$ cat config.mk
export PLATFORM = sky130hd
export DESIGN_NAME = piso_scan_serializer
export DESIGN_NICKNAME = d
export VERILOG_FILES = /design/src/rtl/piso_scan_serializer_pkg.sv /design/src/rtl/mux8to1.sv /design/src/rtl/piso_scan_serializer.sv
export SDC_FILE = /design/constraint.sdc
export NUM_CORES = 1
export LEC_CHECK = 0
export ABC_CLOCK_PERIOD_IN_PS = 4300
export BUFFER_PORTS_ARGS = -buffer_cell sky130_fd_sc_hd__buf_2
export CELL_PAD_IN_SITES_DETAIL_PLACEMENT = 0
export CELL_PAD_IN_SITES_GLOBAL_PLACEMENT = 1
export CORE_MARGIN = 4
export CORE_UTILIZATION = 25
export CTS_CLUSTER_DIAMETER = 80
export DETAILED_ROUTE_END_ITERATION = 7
export GPL_TIMING_DRIVEN = 0
export HOLD_SLACK_MARGIN = 0.05
export PLACE_DENSITY_LB_ADDON = 0.2
export SYNTH_ARGS = -nofsm -noshare
export SYNTH_HDL_FRONTEND = slang
export SYNTH_SLANG_ARGS = --single-unit
$ cat constraint.sdc
create_clock -name clk -period 4.3 [get_ports clk]
set_input_delay 0.43 -clock clk [delete_from_list [all_inputs] [get_ports clk]]
set_output_delay 0.43 -clock clk [all_outputs]
set_load 0.05 [all_outputs]
$ cat src/rtl/piso_scan_serializer_pkg.sv
// Shared types and constants for the PISO scan serializer.
// The PARITY state exists only when PISO_PARITY_EN is defined.
package piso_pkg;

`ifdef PISO_PARITY_EN
  typedef enum logic [1:0] {
    ST_IDLE   = 2'd0,
    ST_SHIFT  = 2'd1,
    ST_PARITY = 2'd2
  } state_t;
`else
  typedef enum logic [1:0] {
    ST_IDLE  = 2'd0,
    ST_SHIFT = 2'd1
  } state_t;
`endif

  localparam logic [2:0] SEL_FIRST_LSB = 3'd0;
  localparam logic [2:0] SEL_FIRST_MSB = 3'd7;
  localparam int         DATA_BEATS    = 8;

endpackage

$ cat src/rtl/mux8to1.sv
// Plain 8:1 bit multiplexer; {s2,s1,s0} selects d0..d7 onto y.
module mux8to1 (
  input  logic d0,
  input  logic d1,
  input  logic d2,
  input  logic d3,
  input  logic d4,
  input  logic d5,
  input  logic d6,
  input  logic d7,
  input  logic s2,
  input  logic s1,
  input  logic s0,
  output logic y
);

  always_comb begin
    y = d0;
    case ({s2, s1, s0})
      3'd0:    y = d0;
      3'd1:    y = d1;
      3'd2:    y = d2;
      3'd3:    y = d3;
      3'd4:    y = d4;
      3'd5:    y = d5;
      3'd6:    y = d6;
      3'd7:    y = d7;
      default: y = d0;
    endcase
  end

endmodule

$ cat src/rtl/piso_scan_serializer.sv
// Parallel-in serial-out scan serializer with valid/ready on both sides.
// Optional trailing even-parity beat is compiled in with PISO_PARITY_EN.
module piso_scan_serializer
  import piso_pkg::*;
#(
  parameter logic LSB_FIRST  = 1'b1,
  parameter logic IDLE_LEVEL = 1'b0
) (
  input  logic        clk,
  input  logic        rst,
  input  logic        in_valid,
  output logic        in_ready,
  input  logic [7:0]  in_data,
  output logic        ser_valid,
  input  logic        ser_ready,
  output logic        ser_data,
  output logic [2:0]  sel,
  output logic        busy,
  output logic        done,
  output logic [15:0] word_cnt
);

  localparam logic [2:0] SEL_FIRST = LSB_FIRST ? SEL_FIRST_LSB : SEL_FIRST_MSB;
  localparam logic [2:0] SEL_LAST  = LSB_FIRST ? SEL_FIRST_MSB : SEL_FIRST_LSB;

  state_t      state;
  state_t      state_next;
  logic [7:0]  hold;
  logic        mux_y;
  logic        last_beat;
  logic        load;
  logic        final_acc;
  logic        last_data;

  assign last_data = (state == ST_SHIFT) && (sel == SEL_LAST);

`ifdef PISO_PARITY_EN
  assign last_beat = (state == ST_PARITY);
`else
  assign last_beat = last_data;
`endif

  // A new word may load in the same cycle the previous frame's last beat leaves.
  assign in_ready  = (state == ST_IDLE) || (last_beat && ser_ready);
  assign load      = in_valid && in_ready;
  assign final_acc = last_beat && ser_ready;
  assign ser_valid = (state != ST_IDLE);
  assign busy      = (state != ST_IDLE);

  always_comb begin
    state_next = state;
    case (state)
      ST_IDLE: begin
        if (load) state_next = ST_SHIFT;
      end
      ST_SHIFT: begin
        if (ser_ready && (sel == SEL_LAST)) begin
`ifdef PISO_PARITY_EN
          state_next = ST_PARITY;
`else
          state_next = load ? ST_SHIFT : ST_IDLE;
`endif
        end
      end
`ifdef PISO_PARITY_EN
      ST_PARITY: begin
        if (ser_ready) state_next = load ? ST_SHIFT : ST_IDLE;
      end
`endif
      default: state_next = ST_IDLE;
    endcase
  end

  always_ff @(posedge clk) begin
    if (rst) begin
      state    <= ST_IDLE;
      sel      <= 3'd0;
      hold     <= 8'd0;
      done     <= 1'b0;
      word_cnt <= 16'd0;
    end else begin
      state <= state_next;
      done  <= final_acc;
      if (final_acc) word_cnt <= word_cnt + 16'd1;
      // sel never wraps inside a frame: it only steps before the last data beat.
      if (load) begin
        hold <= in_data;
        sel  <= SEL_FIRST;
      end else if ((state == ST_SHIFT) && ser_ready && (sel != SEL_LAST)) begin
        sel <= LSB_FIRST ? (sel + 3'd1) : (sel - 3'd1);
      end
    end
  end

  mux8to1 u_mux (
    .d0 (hold[0]),
    .d1 (hold[1]),
    .d2 (hold[2]),
    .d3 (hold[3]),
    .d4 (hold[4]),
    .d5 (hold[5]),
    .d6 (hold[6]),
    .d7 (hold[7]),
    .s2 (sel[2]),
    .s1 (sel[1]),
    .s0 (sel[0]),
    .y  (mux_y)
  );

  always_comb begin
    ser_data = IDLE_LEVEL;
    case (state)
      ST_SHIFT:  ser_data = mux_y;
`ifdef PISO_PARITY_EN
      ST_PARITY: ser_data = ^hold;
`endif
      default:   ser_data = IDLE_LEVEL;
    endcase
  end

endmodule

# After elaboration in Yosys (flattened, before gate mapping)
# Index checks and enable logic that the tools add are counted.
[totals]
regBits = 30
input_bits = 12
out_inout_bits = 24
elab_cells = 36
[op_classes]
addsub = 2
eq_ne = 11
mux = 6
reduce_logical = 12
[ops]
columns = ["operator", "n"]
rows = [
  ["$add A16 B1 Y16 const B", 1],
  ["$eq A3 B3 Y1 const B", 4],
  ["$pmux W1 S8", 1],
  ["$eq A3 B2 Y1 const B", 2],
  ["$logic_and A1 B1 Y1", 6],
  ["$mux W2", 2],
  ["$pmux W2 S2", 1],
  ["$add A3 B1 Y3 const B", 1],
  ["$eq A3 B1 Y1 const B", 1],
  ["$logic_not A3 Y1", 1],
  ["$ne A3 B3 Y1 const B", 1],
  ["$eq A2 B1 Y1 const B", 1],
  ["$logic_not A2 Y1", 1],
  ["$mux W1", 2],
  ["$ne A2 B1 Y1 const B", 1],
  ["$ne A2 B2 Y1 const B", 1],
  ["$reduce_and A2 Y1", 1],
  ["$reduce_bool A2 Y1", 1],
  ["$reduce_or A2 Y1", 1],
  ["$logic_or A1 B1 Y1", 1],
]

# Depth between registers and ports, before layout
[logic_depth]
ltp_word = 8
depth_mapped = 7
ltp_nobuf = 6

# Hierarchy
# A second synthesis with hierarchy kept.
[hier_totals]
hier_cells = 132
area_unflattened_um2 = 1308.8
[modules_own_cells]
columns = ["mod", "instances", "cells_each", "area_each_um2", "seq_area_each_um2"]
rows = [
  ["piso_scan_serializer", 1, 129, 1244.9, 580.6],
  ["mux8to1", 1, 3, 63.8, 0.0],
]

# Worst setup path after synthesis
# No wires, ideal clock.
[synth_timing]
path_type = "flip-flop to output port"
startpoint = "register sel[0]"
endpoint = "output ser_data"
arrival_ps = 1694
required_ps = 3870
setup_slack_ps = 2176
stages_incl_launch_ff = 7
path_buffers = 0
path_cell_list = "dfxtp_1 > ha_1 > ha_1 > nor4b_1 > a21oi_1 > a21oi_1 > o21a_1"
[synth_between]
elab_chain_len = 3
word_cells_on_any_way = 10
cone_classes = "eq/ne (7); mux (2); reduce/logical (1)"
[synth_rtl]
columns = ["element", "line", "rtl"]
rows = [
  ["start: declaration", "piso_scan_serializer.sv:17", "output logic [2:0] sel,"],
  ["start signal: assignment", "piso_scan_serializer.sv:90", "sel <= LSB_FIRST ? (sel + 3'd1) : (sel - 3'd1);"],
  ["$eq A3 B3 Y1, or another cell as far along", "mux8to1.sv:19", "case ({s2, s1, s0})"],
  ["$pmux W1 S8 (*)", "mux8to1.sv:19", ""],
  ["$mux W1 (*)", "piso_scan_serializer.sv:112", "case (state)"],
  ["end: declaration", "piso_scan_serializer.sv:16", "output logic ser_data,"],
]
# Every way passes the cells marked *; elsewhere a longest branch is shown, timed or not.

# Final worst setup path
# Ends and elaborated chain as after synthesis.

==> reports/qor.yml <==
status: "complete, no violations"
post-cts-setup-buffers: 0
antenna_left: 0
relSlewSlack_pct: 67.1
synth_top_family_by_area: "simple AND/OR/NAND/NOR gates"
period_minus_slack_ns: 2.52
synth_cell_type_count: 36
p_int_w: 0.000406
synth.area.mux_share_pct: 7.99
combPwrFrac_pct: 8.9
grt_pass1_wl_um: 5300
start_util_pct: 26.4
clock_path_buffers: 2
via_count: 1197
antenna_found_initial: 0
avgSynthCellArea_sq_um: 9.11
dpl.hpwl_um: 2470
period_share_pct: 58.5
cts_sinks: 29
die_area_sq_mm: 0.00683
cts.repair.resized: 0
stdcell_count: 266
cp-end-kind: "output pin"
synth_compound_area_share_pct: 8.08
htreeDepth: 2
peakVddDrop_mv: 0.0924
place_congestion: 0.701
cp_max_fo: 7
synth_seq_area_share_pct: 41.7
clkPwrFrac_pct: 39.4
synth_adder_area_share_pct: 6.28
dp_cells: 258
drc: 0
hold_viol_final: 0
dieWidth_um: 82.7
total_leakage_power_nw: 0.768
crit_required_ns: 3.87
finalClockSkew_ns: 0.00402
rsz0062_at_grt: "false"
grt_max_degree: 11
clockRootBuffer: "clkbuf_8"
nNetsFinal: 214
postCtsHoldBufs: 0
synthTopCellsByArea: "dfxtp_1 42%, mux2i_1 7.2%, ha_1 6.3%"
drive_above_1_share_pct: 28.1
die_h_um: 82.7
syn_to_final_growth_pct: 24.8
port_buffers: 35
worstSetupStartpointType: "register"
grt_util_all_layers_pct: 10.6
ys_warn_count: 0
synth_xor_area_share_pct: 6.91
slew_violations: 0
synth_simple_gate_area_share_pct: 23.1
clk_pin_slew_ns: 0.06
wirelength_um: 3320
mappedNetlistArea_sq_mm: 0.00139
reg2reg_slack_ns: 2.18
diodes: 0
synth-edff-count: 0
ys_seq_elements: 29
crit_type: "reg2out"
synthCells: 153
async_flop_share_pct: 0
power.total_w: 0.000543
wl_per_cell_um: 12.5
hold_path.class: "in2reg"
drv_cap: 0
p_seq_share_pct: 51.6
cts_buffers: 5
worst_pin_slew_ns: 0.494
ioPinCount: 36
grt_overflow: 0
clock.fmax_ghz: 0.397
core_sq_mm: 0.00527
synth_commonest_cells: "29 x dfxtp_1, 22 x nor2_1, 10 x mux2i_1, 9 x a21oi_1, 8 x nand2_1"
tns_ns: 0
worstPathArrival_ns: 2.09
vias_per_cell: 4.50
yosysTopAreaCell: "dfxtp_1"
row_count: 26
synth.most_common_cell: "dfxtp_1"
switching_share_pct: 25.3
worstSkewPairLatency_ns: 0.28
powerDensity_mw_per_mm2: 312
finalSetupViolCount: 0
dr.pass1.iters: 4
yosys.area.top_type_share_pct: 41.7
syn_nets: 172
first_iter_violations: 58
grt_pass1_vias: 1111
tritoncts: "done"
synthFlopType: "dfxtp_1"
switching_power_w: 0.000137
per-stage QoR:
stage	area, sq um	worst slack, ns	util [%]	hold slack (ns)
2_1_floorplan	1390	2.18	-	0.452
3_3_place_gp	1660	2.03	31.4	0.459
3_5_place_dp	1660	2.06	31.4	0.474
4_1_cts	1740	1.74	33.0	0.379
5_1_grt	1740	1.60	33.0	0.401
6_report	1740	1.78	33.0	0.385
worst max-delay path, stage by stage, from the launching register on:
cell     delay [ns]
dfxtp_1        0.36
ha_1           0.24
ha_1           0.27
nor4b_1        0.33
a21oi_1        0.11
a21oi_1        0.12
o21a_1         0.12
buf_2          0.25
power by group through the flow:
| stage | clock [W] | combinational (W) | sequential, W |
|---|---|---|---|
| final | 0.000214 | 0.0000486 | 0.000280 |
| after global routing | 0.000238 | 0.0000540 | 0.000281 |
| after CTS | 0.000226 | 0.0000494 | 0.000280 |
| after detailed placement | 0 | 0.0000492 | 0.000286 |
| after global placement | 0 | 0.0000486 | 0.000286 |
| after floorplan | 0 | 0.0000334 | 0.000287 |
cells by family (layout without fill, tap and decap cells):
kind of cell / after synthesis / count (layout)
xor gates and xnor gates: 11 / 11
AOI/OAI and AO/OA: 18 / 18
buffers and inverters: 15 / 58
and+or+nand+nor: 62 / 62
muxes: 11 / 11
adders and majority gates: 7 / 7
DFF: 29 / 29
cells in the final DEF (no fill, tap or decap), types with 2 or more instances in the layout:
| cell | Yosys | routed |
|---|---|---|
| inv_1 | 5 | 5 |
| and4_1 | 3 | 3 |
| clkbuf_1 | 2 | 3 |
| clkbuf_8 | 0 | 5 |
| nor2_1 | 22 | 22 |
| or4_1 | 2 | 2 |
| and2_1 | 2 | 2 |
| nand3_1 | 6 | 6 |
| a21oi_1 | 9 | 9 |
| nor3_1 | 4 | 4 |
| xor2_1 | 5 | 5 |
| o31ai_1 | 2 | 2 |
| buf_2 | 1 | 36 |
| or3_1 | 2 | 2 |
| clkinv_2 | 0 | 2 |
| mux2i_1 | 10 | 10 |
| o21ai_0 | 2 | 2 |
| buf_4 | 5 | 5 |
| ha_1 | 7 | 7 |
| nand4_1 | 5 | 5 |
| xnor2_1 | 6 | 6 |
| nand2_1 | 8 | 8 |
| and3_1 | 2 | 2 |
| dfxtp_1 | 29 | 29 |
path summary, 6_finish.rpt:
check	from	end	cells after the start
setup / recovery	sel[0]$_SDFFE_PP0P_	ser_data	7
hold / removal	in_data[0]	hold[0]$_SDFFE_PP0P_	3
setup reg to reg	sel[0]$_SDFFE_PP0P_	word_cnt[15]$_SDFFE_PP0P_	6
hold reg to reg	word_cnt[15]$_SDFFE_PP0P_	word_cnt[15]$_SDFFE_PP0P_	2
layout make-up:
class / count / area, sq um
Buffer: 10 / 65.1
Clock buffer: 6 / 72.6
Clock inverter: 2 / 10.0
Fill cell: 583 / 3530
Inverter: 5 / 18.8
Multi-Input combinational cell: 109 / 729
Sequential cell: 29 / 581
Tap cell: 70 / 87.6
Timing Repair Buffer: 35 / 175
flip-flops by register name, indices dropped and copies added, names as in the netlist:
signal    cells
word_cnt     16
hold          8
done          1
sel           3
state         1
metal layers:
metal	routed length [um]	share of wire [%]	track usage [%]
met4	72	2.2	5.39
met3	241	7.3	3.58
met5	0	0	0
met2	1420	43	15.6
met1	1590	48	13.7
(Power assumes the default switching activity.)
